`src/rtl/if_stage.sv`:
```
// ---------------------------------------------------------------------------
// if_stage -- instruction fetch stage with PC generation and IF/ID register
//
// Purpose:
//   Generates the fetch address for a combinational instruction ROM, keeps a
//   one-entry pending-branch register for branches resolved while the PC is
//   stalled, and owns the IF/ID pipeline register. Branches have one delay
//   slot: the instruction fetched in the cycle branch_flag is high still
//   enters IF/ID.
//
// Optional feature (macro IF_ALIGN_CHECK_EN):
//   When defined, a capture from a misaligned pc (pc[1:0] != 0) loads a
//   poisoned IF/ID entry (id_inst=0, id_excp=1, id_valid=1, id_pc=pc). The
//   PC keeps advancing, and the downstream exception logic redirects via
//   flush. When undefined, id_excp is tied to 0 and pc[1:0] is ignored.
//
// Parameters:
//   RESET_PC      first fetch address after reset
//
// Ports:
//   clk           clock, all state updates on the rising edge
//   rst           asynchronous active-low reset
//   stall_pc      hold the PC (IF stalled)
//   stall_id      hold the IF/ID register (ID stalled)
//   flush         exception/eret redirect, highest priority
//   new_pc        redirect address used when flush=1
//   branch_flag   ID resolved a taken branch
//   branch_target taken-branch address
//   pc            fetch address to the instruction ROM
//   rom_ce        ROM chip enable, registered, 1 = enabled
//   rom_inst      combinational ROM data for the current pc
//   id_pc         PC of the instruction in IF/ID
//   id_inst       instruction word in IF/ID
//   id_valid      IF/ID holds a real instruction
//   id_excp       fetch address error flag
//
// Stall/flush semantics (the only flow control this stage has):
//   flush wins over everything and always bubbles IF/ID. Otherwise, when
//   stall_pc=0 the current (pc, rom_inst) pair is accepted into IF/ID and the
//   PC advances. When stall_pc=1 the PC holds; IF/ID holds if stall_id=1,
//   otherwise it is loaded with a bubble so the held fetch is not issued
//   twice.
// ---------------------------------------------------------------------------
module if_stage #(
   parameter logic [31:0] RESET_PC = 32'h0000_0000
) (
   input  logic        clk,
   input  logic        rst,
   input  logic        stall_pc,
   input  logic        stall_id,
   input  logic        flush,
   input  logic [31:0] new_pc,
   input  logic        branch_flag,
   input  logic [31:0] branch_target,
   output logic [31:0] pc,
   output logic        rom_ce,
   input  logic [31:0] rom_inst,
   output logic [31:0] id_pc,
   output logic [31:0] id_inst,
   output logic        id_valid,
   output logic        id_excp
);

   // ------------------------------------------------------------------------
   // State
   // ------------------------------------------------------------------------
   logic [31:0] pc_q;
   logic        rom_ce_q;
   logic        pend_valid_q;
   logic [31:0] pend_target_q;

   logic [31:0] id_pc_q;
   logic [31:0] id_inst_q;
   logic        id_valid_q;

   // Next-state values
   logic [31:0] pc_d;
   logic        pend_valid_d;
   logic [31:0] pend_target_d;
   logic [31:0] id_pc_d;
   logic [31:0] id_inst_d;
   logic        id_valid_d;
   logic        id_excp_d;

   // Sequential +4; wraps modulo 2^32 naturally.
   logic [31:0] pc_plus4;
   assign pc_plus4 = pc_q + 32'd4;

   // Alignment fault on the current fetch address. Only meaningful when the
   // check is compiled in; otherwise it is a constant 0.
   logic misaligned;
`ifdef IF_ALIGN_CHECK_EN
   assign misaligned = (pc_q[1:0] != 2'b00);
`else
   assign misaligned = 1'b0;
`endif

   // ------------------------------------------------------------------------
   // Next PC and pending-branch register
   // ------------------------------------------------------------------------
   always_comb begin
      pc_d          = pc_q;
      pend_valid_d  = pend_valid_q;
      pend_target_d = pend_target_q;

      if (!rom_ce_q) begin
         // ROM not yet enabled: sit at the reset vector with nothing pending.
         pc_d          = RESET_PC;
         pend_valid_d  = 1'b0;
         pend_target_d = 32'h0000_0000;
      end else if (flush) begin
         // Redirect drops any branch remembered during a stall.
         pc_d          = new_pc;
         pend_valid_d  = 1'b0;
         pend_target_d = 32'h0000_0000;
      end else if (stall_pc) begin
         // PC holds; a branch resolved now must not be lost, so remember it
         // (a later one in the same stall replaces an earlier one).
         pc_d = pc_q;
         if (branch_flag) begin
            pend_valid_d  = 1'b1;
            pend_target_d = branch_target;
         end
      end else begin
         // First free edge: a live branch is newer than the pending one.
         if (branch_flag) begin
            pc_d = branch_target;
         end else if (pend_valid_q) begin
            pc_d = pend_target_q;
         end else begin
            pc_d = pc_plus4;
         end
         pend_valid_d  = 1'b0;
         pend_target_d = 32'h0000_0000;
      end
   end

   // ------------------------------------------------------------------------
   // IF/ID register next state
   // ------------------------------------------------------------------------
   always_comb begin
      // Default: bubble
      id_pc_d    = 32'h0000_0000;
      id_inst_d  = 32'h0000_0000;
      id_valid_d = 1'b0;
      id_excp_d  = 1'b0;

      if (!rom_ce_q || flush) begin
         // bubble (defaults)
      end else if (!stall_pc) begin
         id_pc_d    = pc_q;
         id_valid_d = 1'b1;
         if (misaligned) begin
            // Poisoned entry: do not pass the garbage word downstream.
            id_inst_d = 32'h0000_0000;
            id_excp_d = 1'b1;
         end else begin
            id_inst_d = rom_inst;
            id_excp_d = 1'b0;
         end
      end else if (stall_id) begin
         id_pc_d    = id_pc_q;
         id_inst_d  = id_inst_q;
         id_valid_d = id_valid_q;
         id_excp_d  = id_excp;
      end else begin
         // stall_pc=1, stall_id=0: ID drains, IF has nothing new -> bubble
      end
   end

   // ------------------------------------------------------------------------
   // Registers
   // ------------------------------------------------------------------------
   always_ff @(posedge clk or negedge rst) begin
      if (!rst) begin
         pc_q          <= RESET_PC;
         rom_ce_q      <= 1'b0;
         pend_valid_q  <= 1'b0;
         pend_target_q <= 32'h0000_0000;
      end else begin
         pc_q          <= pc_d;
         rom_ce_q      <= 1'b1;
         pend_valid_q  <= pend_valid_d;
         pend_target_q <= pend_target_d;
      end
   end

   always_ff @(posedge clk or negedge rst) begin
      if (!rst) begin
         id_pc_q    <= 32'h0000_0000;
         id_inst_q  <= 32'h0000_0000;
         id_valid_q <= 1'b0;
      end else begin
         id_pc_q    <= id_pc_d;
         id_inst_q  <= id_inst_d;
         id_valid_q <= id_valid_d;
      end
   end

`ifdef IF_ALIGN_CHECK_EN
   logic id_excp_q;
   always_ff @(posedge clk or negedge rst) begin
      if (!rst) begin
         id_excp_q <= 1'b0;
      end else begin
         id_excp_q <= id_excp_d;
      end
   end
   assign id_excp = id_excp_q;
`else
   // Without the check the flag never sets; the next-state term is always 0.
   logic unused_excp;
   assign unused_excp = id_excp_d;
   assign id_excp     = 1'b0;
`endif

   // ------------------------------------------------------------------------
   // Outputs
   // ------------------------------------------------------------------------
   assign pc       = pc_q;
   assign rom_ce   = rom_ce_q;
   assign id_pc    = id_pc_q;
   assign id_inst  = id_inst_q;
   assign id_valid = id_valid_q;

endmodule

```
`config.mk`:
```
export PLATFORM = sky130hd
export DESIGN_NAME = if_stage
export DESIGN_NICKNAME = d
export VERILOG_FILES = /design/src/rtl/if_stage.sv
export SDC_FILE = /design/constraint.sdc
export NUM_CORES = 1
export LEC_CHECK = 0
export ABC_AREA = 0
export CORE_ASPECT_RATIO = 0.5
export CORE_MARGIN = 2
export CORE_UTILIZATION = 42
export DETAILED_ROUTE_END_ITERATION = 7
export PLACE_DENSITY = 0.8
export SETUP_SLACK_MARGIN = 0.1
export SYNTH_ARGS = -nofsm -noshare
export SYNTH_HDL_FRONTEND = slang
export SYNTH_SLANG_ARGS = --single-unit
```
`constraint.sdc`:
```
create_clock -name clk -period 1.8 [get_ports clk]
set_input_delay 0.45 -clock clk [delete_from_list [all_inputs] [get_ports clk]]
set_output_delay 0.45 -clock clk [all_outputs]
set_load 0.01 [all_outputs]
```
==> run metrics <==
Worst Path Arrival 2180 ps; clock buffer depth 2; Final Total Pwr 7880 uW; synth warn 0; Yosys reg bits 131; most common cell in the synthesized netlist dfrtp_1; GRT Resource Usage Total 28.5%; Routed Antenna Nets 0; Worst-path clk slew 60 ps; Clock Latency Late Sink 410 ps; Clock Sinks 131; vias in the first global route 6352; Synth async-reset ratio 100%; layout cells sized above 1 24.3%; kind of critical path flop to flop; number of synthesized flops with an enable pin 0; initial antenna violation count 0; num ports 201; CP startpoint kind flop; drt total wl 23.7 mm; drt pass-1 iters 5; Final Util 70.1%; area leader, netlist dfrtp_1; Final WS setup -108 ps; # diodes 0; Final TNS setup -194 ps; max-slew violations 0; first-pass GRT wire length 35.3 mm; Layout area overhead 61.8%; die area 16100 um^2; critical path required time 2070 ps; # setup viols final 5; DR WL/cell 21.4 um; Pleak 0.00493 uW; largest fanout on the critical path 6; Max VDD drop 0.562 mV; most used flip-flop cell after synthesis dfrtp_1; slowest stage delay, CP 420 ps; Syn Std Cell Area 6320 um^2; Syn Area/Cell 10.5 um^2; fin crit share 106%; floorplan row count 31; Layout Nets 1001; DR vias/cell 5.89; Synthesized Nets 708; Die H 90.8 um; post-route insts no fill 1109; Root Driver clkbuf_16; Via Count 6530; register area share after synthesis 51.9%; top post-synthesis cells by area dfrtp_1 52%, a22o_1 8.6%, mux2i_1 6.0%; DRC 0; synth cell count leaders 131 x dfrtp_1, 62 x a22o_1, 59 x nor2_1; H-tree depth 4; Pwr Density 770 nW/um^2; minimum clock period 1910 ps; Hold Fails Final Rpt 0; largest net degree at the start of global routing 55; Initial Utilization 43.4%; grt ovf 0; placed cell count 1058; Slew @ Worst Pin 495 ps; crit path max-delay cell type or3_4; Chip Width 178 um; relative slew slack 66.7%; max-cap viol count 0; Netlist cell types 65; filler cell count 1061; gpl congestion 0.953; CTS tree yes; worst hold path type flop to flop; post-synthesis instance total 605; outcome finished with violations; drt initial violations 643; area share of the largest cell type after synthesis 51.9%; RSZ-0062 raised after global routing yes; core area 14600 um^2; TritonCTS Buffers 17; crit path cell chain ha_4 > nand2_4 > or3_4 > buf_6 > o21a_1 > o31ai_1 > o22ai_1; CP Capture Type flop; Detail Placement HPWL 16.7 mm; fmax 0.524 GHz; port bufs 199; failing checks setup timing; clk_skew 10.7 ps
==> layout by cell type (no fill, tap or decap), drive strengths merged, types with 7 or more instances in the layout <==
cell type      count
a221oi            11
nand2             35
clkdlybuf4s15     17
inv               12
mux2i             38
and2               7
buf              129
o21ai             32
nand3              9
xnor2              8
dfrtp            131
o22ai             12
nand4              8
nor3              15
a22o              62
dlygate4sd2       77
nor2              59
and3               7
a21oi             27
clkbuf            20
clkinv             7
clkdlybuf4s50     99
==> layout make-up <==
type                       count  area [um^2]  area share (%)
multi-input combinational    414         3070            30.0
sequential                   131         3290            32.2
clock buffer                  19          443            4.33
inverter                      10         38.8           0.379
tap                          198          248            2.42
clock inverter                13          126            1.24
timing repair buffer         324         3020            29.5
==> routing by layer <==
| layer | global-route usage (%) | share of wire [%] | up-vias |
|---|---|---|---|
| met1 | 40.1 | 42 | 3218 |
| met3 | 8.04 | 10 | 72 |
| met2 | 42.2 | 45 | 391 |
| li1 | - | - | 2849 |
| met4 | 9.29 | 2.7 | 0 |
| met5 | 0 | 0 | - |
==> critical path, delay by kind of cell (launching register included) <==
kind | cells | cell delay [ps]
adder cells (fa/ha/maj) | 1 | 160
buffers and inverters | 1 | 150
flip-flops | 1 | 390
AO/OA/AOI/OAI | 3 | 600
AND/OR/NAND/NOR | 2 | 470
==> metrics by stage <==
stage               area [um^2]  hold slack (ps)  setup slack [ps]
floorplan                  6410              154              43.0
global placement           9330              396              -212
detailed placement         9330              397              -234
CTS                       10000              481             -21.4
global route              10200              510              -127
finish                    10200              477              -108
==> registers in the layout (all words and copies together) (netlist names) <==
register       count
rom_ce             1
pc                32
pend_valid_q       1
id_pc             32
id_valid           1
id_inst           32
pend_target_q     32
==> cells by family (layout without fill, tap and decap cells) <==
logic type	count (synthesis)	after routing	share of synthesized area, %
fa+ha+maj	1	1	0.198
xor+xnor	14	14	1.94
mux	38	38	6.02
flops	131	131	51.9
compound gates	196	196	23.1
other cells	2	2	0.119
simple gates	163	163	12.8
buf+inv	60	366	4.02
==> path summary, 6_finish.rpt <==
check	from	end	slack (ps)	cells past startpoint
setup reg to reg	pc[2]$_DFFE_PN0N_	pc[20]$_DFFE_PN0N_	-110	7
setup / recovery	pc[2]$_DFFE_PN0N_	pc[20]$_DFFE_PN0N_	-110	7
min in group asynchronous	rst	pend_target_q[6]$_DFFE_PN0P_	490	2
hold reg to reg	id_valid$_DFFE_PN0P_	id_valid$_DFFE_PN0P_	480	2
max in group asynchronous	rst	pc[30]$_DFFE_PN0N_	680	3
hold / removal	id_valid$_DFFE_PN0P_	id_valid$_DFFE_PN0P_	480	2
==> power breakdown <==
group,internal (uW),leakage [uW],switching [uW],total (uW)
Sequential,3050,0.00177,76.7,3130
Clock,1960,0.000272,1380,3340
Combinational,696,0.00288,710,1410
==> what timing repair did <==
action | 4_1_cts | 5_1_grt
gates resized for setup | 152 | 42
setup endpoints to repair | 115 | 37
hold buffers | 1 | 0
buffers inserted | 12 | 6
pin swaps | 14 | 19
endpoints found under the hold margin | 22 | 0
No activity file was read; power rests on OpenSTA's default activity.
